[src/rtl/mips32_prog_loader.sv]
// Byte-stream image loader for the MIPS32 unified memory: parses framed words,
// writes them through the shared write port and releases the CPU on a good checksum.
module mips32_prog_loader #(
    parameter int         ADDR_W = 10,
    parameter logic [7:0] MAGIC  = 8'hA5
) (
    input  logic              clk,
    input  logic              rst_n,
    input  logic [7:0]        in_data,
    input  logic              in_valid,
    output logic              in_ready,
    input  logic              start,
    output logic              mem_we,
    output logic [ADDR_W-1:0] mem_addr,
    output logic [31:0]       mem_wdata,
    output logic              cpu_hold,
    output logic              load_done,
    output logic              load_err
);

    typedef enum logic [3:0] {
        S_IDLE   = 4'd0,
        S_ADDR_H = 4'd1,
        S_ADDR_L = 4'd2,
        S_CNT_H  = 4'd3,
        S_CNT_L  = 4'd4,
        S_DATA   = 4'd5,
        S_CSUM   = 4'd6,
        S_DONE   = 4'd7,
        S_ERR    = 4'd8
    } state_t;

    state_t              state_r;
    logic [7:0]          addr_h_r;
    logic [7:0]          cnt_h_r;
    logic [7:0]          csum_r;
    logic [ADDR_W-1:0]   addr_r;
    logic [15:0]         word_cnt_r;
    logic [1:0]          byte_cnt_r;
    logic [23:0]         asm_r;

    logic                accept_s;
    logic [15:0]         hdr_addr_s;
    logic [15:0]         hdr_cnt_s;
    logic [31:0]         word_s;

    // Byte handshake and the header/word values formed with the byte on the bus
    always_comb begin
        accept_s   = in_valid & in_ready;
        hdr_addr_s = {addr_h_r, in_data};
        hdr_cnt_s  = {cnt_h_r, in_data};
        word_s     = {asm_r, in_data};
    end

    // Frame parser FSM with registered outputs
    always_ff @(posedge clk or negedge rst_n) begin
        if (!rst_n) begin
            state_r    <= S_IDLE;
            in_ready   <= 1'b0;
            mem_we     <= 1'b0;
            mem_addr   <= '0;
            mem_wdata  <= 32'd0;
            cpu_hold   <= 1'b1;
            load_done  <= 1'b0;
            load_err   <= 1'b0;
            addr_h_r   <= 8'd0;
            cnt_h_r    <= 8'd0;
            csum_r     <= 8'd0;
            addr_r     <= '0;
            word_cnt_r <= 16'd0;
            byte_cnt_r <= 2'd0;
            asm_r      <= 24'd0;
        end else begin
            mem_we <= 1'b0;
            case (state_r)
                S_IDLE: begin
                    in_ready <= 1'b1;
                    if (accept_s && (in_data == MAGIC)) begin
                        state_r <= S_ADDR_H;
                    end else begin
                        state_r <= S_IDLE;
                    end
                end
                S_ADDR_H: begin
                    in_ready <= 1'b1;
                    if (accept_s) begin
                        addr_h_r <= in_data;
                        state_r  <= S_ADDR_L;
                    end else begin
                        state_r  <= S_ADDR_H;
                    end
                end
                S_ADDR_L: begin
                    in_ready <= 1'b1;
                    if (accept_s) begin
                        addr_r  <= hdr_addr_s[ADDR_W-1:0];
                        state_r <= S_CNT_H;
                    end else begin
                        state_r <= S_ADDR_L;
                    end
                end
                S_CNT_H: begin
                    in_ready <= 1'b1;
                    if (accept_s) begin
                        cnt_h_r <= in_data;
                        state_r <= S_CNT_L;
                    end else begin
                        state_r <= S_CNT_H;
                    end
                end
                S_CNT_L: begin
                    in_ready <= 1'b1;
                    if (accept_s) begin
                        word_cnt_r <= hdr_cnt_s;
                        byte_cnt_r <= 2'd0;
                        state_r    <= (hdr_cnt_s == 16'd0) ? S_CSUM : S_DATA;
                    end else begin
                        state_r    <= S_CNT_L;
                    end
                end
                S_DATA: begin
                    in_ready <= 1'b1;
                    if (accept_s) begin
                        csum_r     <= csum_r ^ in_data;
                        asm_r      <= word_s[23:0];
                        byte_cnt_r <= byte_cnt_r + 2'd1;
                        if (byte_cnt_r == 2'd3) begin
                            // Fire-and-forget write; the port never back-pressures
                            mem_we     <= 1'b1;
                            mem_addr   <= addr_r;
                            mem_wdata  <= word_s;
                            addr_r     <= addr_r + {{(ADDR_W-1){1'b0}}, 1'b1};
                            word_cnt_r <= word_cnt_r - 16'd1;
                            state_r    <= (word_cnt_r == 16'd1) ? S_CSUM : S_DATA;
                        end else begin
                            state_r    <= S_DATA;
                        end
                    end else begin
                        state_r <= S_DATA;
                    end
                end
                S_CSUM: begin
                    if (accept_s) begin
                        in_ready <= 1'b0;
                        if (in_data == csum_r) begin
                            load_done <= 1'b1;
                            cpu_hold  <= 1'b0;
                            state_r   <= S_DONE;
                        end else begin
                            load_err  <= 1'b1;
                            state_r   <= S_ERR;
                        end
                    end else begin
                        in_ready <= 1'b1;
                        state_r  <= S_CSUM;
                    end
                end
                S_DONE, S_ERR: begin
                    in_ready <= start;
                    if (start) begin
                        load_done  <= 1'b0;
                        load_err   <= 1'b0;
                        cpu_hold   <= 1'b1;
                        csum_r     <= 8'd0;
                        byte_cnt_r <= 2'd0;
                        state_r    <= S_IDLE;
                    end else begin
                        state_r    <= state_r;
                    end
                end
                default: begin
                    in_ready <= 1'b0;
                    state_r  <= S_IDLE;
                end
            endcase
        end
    end

endmodule

[config.mk]
export PLATFORM = sky130hd
export DESIGN_NAME = mips32_prog_loader
export DESIGN_NICKNAME = d
export VERILOG_FILES = /design/src/rtl/mips32_prog_loader.sv
export SDC_FILE = /design/constraint.sdc
export NUM_CORES = 1
export LEC_CHECK = 0
export BUFFER_PORTS_ARGS = -buffer_cell sky130_fd_sc_hd__buf_2
export CAP_MARGIN = 5
export CORE_ASPECT_RATIO = 1.25
export CORE_MARGIN = 2
export CORE_UTILIZATION = 59
export CTS_CLUSTER_DIAMETER = 150
export DETAILED_ROUTE_END_ITERATION = 8
export PLACE_DENSITY = 0.8
export SLEW_MARGIN = 20
export SYNTH_ARGS = -nofsm -noshare
export SYNTH_HDL_FRONTEND = slang
export SYNTH_SLANG_ARGS = --single-unit
[constraint.sdc]
create_clock -name clk -period 2.4 [get_ports clk]
set_clock_uncertainty 0.05 [all_clocks]
set_input_delay 0 -clock clk [delete_from_list [all_inputs] [get_ports clk]]
set_output_delay 0 -clock clk [all_outputs]
set_load 0.05 [all_outputs]
==> impl_metrics.toml <==
[run_status]
status = "finished, final reports clean"

[grt]
first_global_vias = 4689
grt_busiest_layer = "met2"
grt_pass1_wl_mm = 23.62
grt_antenna_before_repair = 0
track_usage_pct = 29.61
grt_max_degree = 80
grt.met2_usage_pct = 50.17
use_met3_pct = 6.258
grt_overflow = 0
grtUsageMet1_pct = 36.36

[floorplanning]
dieArea_sq_um = 10280
start_util_pct = 60.95
rows = 39
die_width_microns = 91.08
coreArea_sq_um = 9174
die_h_microns = 112.8
pin_count = 59

[synth]
ys_warn_count = 0
syn_area_per_cell_sq_um = 10.37
seq_area_frac_synth_pct = 54.17
synth_seq_cells = 121
yosysMostFrequentCell = "dfrtp_1"
syn-cell-area_sq_um = 5592
synth_nets = 555
synthTopCellsByCount = "dfrtp_1, nand2_1, mux2_2, a21oi_1, o21ai_0"
synth_flop_cell = "dfrtp_1"
synth-edff-count = 0
yosysTopAreaCellShare_pct = 53.70
syn-instance-count = 539
yosysTopAreaCell = "dfrtp_1"
synth_area_leaders = "dfrtp_1, mux2_2, nand2_1"
async_flop_share_pct = 100.0
yosysUniqueCellTypes = 59

[clock_tree]
cts_tree = "built"
cts_buffers = 17
cts_root_buf = "clkbuf_16"
ctsHtreeMaxLevel = 4
clock-sinks = 121
postCtsSetupRepairBufs = 0
cts_buffer_depth = 2
clk_latency_ns = 0.41
clk_pin_slew_ns = 0.05

[power_and_ir_drop]
vdd_drop_max_uv = 741.8
p_int_mw = 5.170
combPwrFrac_pct = 20.1
switching_share_pct = 31.51
clkPwrFrac_pct = 38.1
leakagePower_nw = 3.279
p_switching_mw = 2.378
power_mw = 7.548
seqPwrFrac_pct = 41.8
power.density_nw_per_um2 = 1118

[setup_path]
cp_slowest_cell = "dfrtp_1"
required_ns = 2.67
crit_path_end_kind = "flop"
cp.arrival_ns = 2.44
critPathMaxStageDelay_ns = 0.61
crit_fanout = 15
start_kind = "flop"
cp_cell_sequence = "or3b_1, a211o_1, o21ai_4, o211ai_1, o21ai_0"
criticalPathCategory = "flop to flop"

[sta]
fin_ws_ns = 0.2308
hold_viol = 0
timing.final.crit_share_pct = 90.38
setup_viol = 0
maxSlewHeadroom_pct = 57.13
rsz0062_at_grt = "no"
fin_crit_ns = 2.169
slew_violations = 0
tightest_slew_ns = 0.6424
setup_tns_ns = 0
max_freq_ghz = 0.4610

[drt]
drt_iter0_markers = 320
post_drt_wl_per_cell_microns = 19.12
drc = 0
vias_per_cell = 6.147
drtPass1Iterations = 5
num_vias = 4549
ant_nets = 0
drt_wl_total_mm = 14.15

[final_layout]
area_delta_synth_final_pct = 20.77
fin_util_pct = 73.61
drive_gt1_share_pct = 27.71
num-nets-final = 620
stdcell_count = 740
antenna-diode-count = 0

[flow_run]
drv_cap = 0

[placement]
portBuffers = 58
pre_cts_ws_ns = 0.2661
dp.cells = 697
dp_hpwl_mm = 8.290
gp_congestion = 0.8434

[worst_hold_path]
holdCritPathClass = "input port to flop"
## path summary, 6_finish.rpt
| check | startpoint | to | slack (ns) | cells after the start |
|---|---|---|---|---|
| setup / recovery | state_r[1]$_DFFE_PN0N_ | word_cnt_r[1]$_DFFE_PN0P_ | 0.23 | 5 |
| hold / removal | in_valid | state_r[3]$_DFFE_PN0N_ | 0.08 | 4 |
| setup reg to reg | state_r[1]$_DFFE_PN0N_ | word_cnt_r[1]$_DFFE_PN0P_ | 0.23 | 5 |
| hold reg to reg | asm_r[18]$_DFFE_PN0P_ | asm_r[18]$_DFFE_PN0P_ | 0.43 | 2 |
| max in group asynchronous | rst_n | mem_addr[2]$_DFFE_PN0P_ | 1.35 | 3 |
| min in group asynchronous | rst_n | asm_r[11]$_DFFE_PN0P_ | 0.13 | 3 |
## flip-flops by register name (all words and copies together) (netlist names)
register    flops
load_done       1
cnt_h_r         8
byte_cnt_r      2
load_err        1
mem_wdata      32
word_cnt_r     16
in_ready        1
csum_r          8
mem_we          1
addr_h_r        2
asm_r          24
addr_r         10
cpu_hold        1
state_r         4
mem_addr       10
## kinds of logic after synthesis
logic type	synth area share, %
buffers and inverters	3.379
and+or+nand+nor	17.12
adders and majority gates	0.8951
muxes	10.65
AOI/OAI and AO/OA	12.37
xor gates and xnor gates	1.410
DFF	54.17
## per-layer routing
metal | wire length, microns | share of wire (%) | vias up
li1 | - | - | 2033
met1 | 5691 | 40 | 2288
met2 | 7337 | 52 | 183
met3 | 683 | 4.8 | 45
met4 | 438 | 3.1 | 0
met5 | 0 | 0 | -
## per-stage QoR
| step | cell area, sq um | hold slack [ns] |
|---|---|---|
| 2_1_floorplan | 5592 | -0.3456 |
| 3_3_place_gp | 5976 | -0.2018 |
| 3_5_place_dp | 5976 | -0.1981 |
| 4_1_cts | 6753 | 0.06967 |
| 5_1_grt | 6753 | 0.1119 |
| 6_report | 6753 | 0.07629 |
## critical path: cells and delay by family, from the launching register on
kind             cells  cell delay [ns]
AO/OA/AOI/OAI        4             0.99
flip-flops           1             0.61
AND/OR/NAND/NOR      1             0.42
## power by group through the flow
stage / clock network, mW / logic [mW] / registers (mW)
detailed placement: 0 / 1.46 / 3.14
finish: 2.87 / 1.52 / 3.15
CTS: 2.89 / 1.52 / 3.13
global placement: 0 / 1.38 / 3.10
floorplan: 0 / 1.13 / 3.02
global route: 2.99 / 1.70 / 3.23
## cell type report
type | instances | area (sq um)
Sequential cell | 121 | 3029
Fill cell | 628 | 2421
Multi-Input combinational cell | 377 | 2375
Timing Repair Buffer | 81 | 505.5
Clock buffer | 19 | 442.9
Clock inverter | 13 | 224.0
Tap cell | 123 | 153.9
Inverter | 6 | 22.52
## cell usage in the layout (no fill, tap or decap), types with 3 or more instances in the layout
master,count
dlygate4sd3_1,11
ha_1,4
clkbuf_16,17
nand2b_1,3
buf_4,12
o211ai_1,3
mux2_2,52
bufinv_16,6
buf_2,57
nor2_1,28
o21ai_0,34
a31oi_1,5
nor4_1,6
or3_1,3
a21oi_1,37
clkinv_2,4
dfrtp_1,120
nand2_1,102
nor3_1,8
and3_1,4
inv_1,6
a2bb2oi_1,3
xnor2_1,9
o22a_1,3
nand4_1,8
o22ai_1,9
nand4b_1,3
nand3_1,11
and4_1,3
## timing repair
action	in CTS	in global routing
hold endpoints to repair	155	0
hold buffers	11	0
gates resized for setup	0	0
No activity file was read; power rests on OpenSTA's default activity.
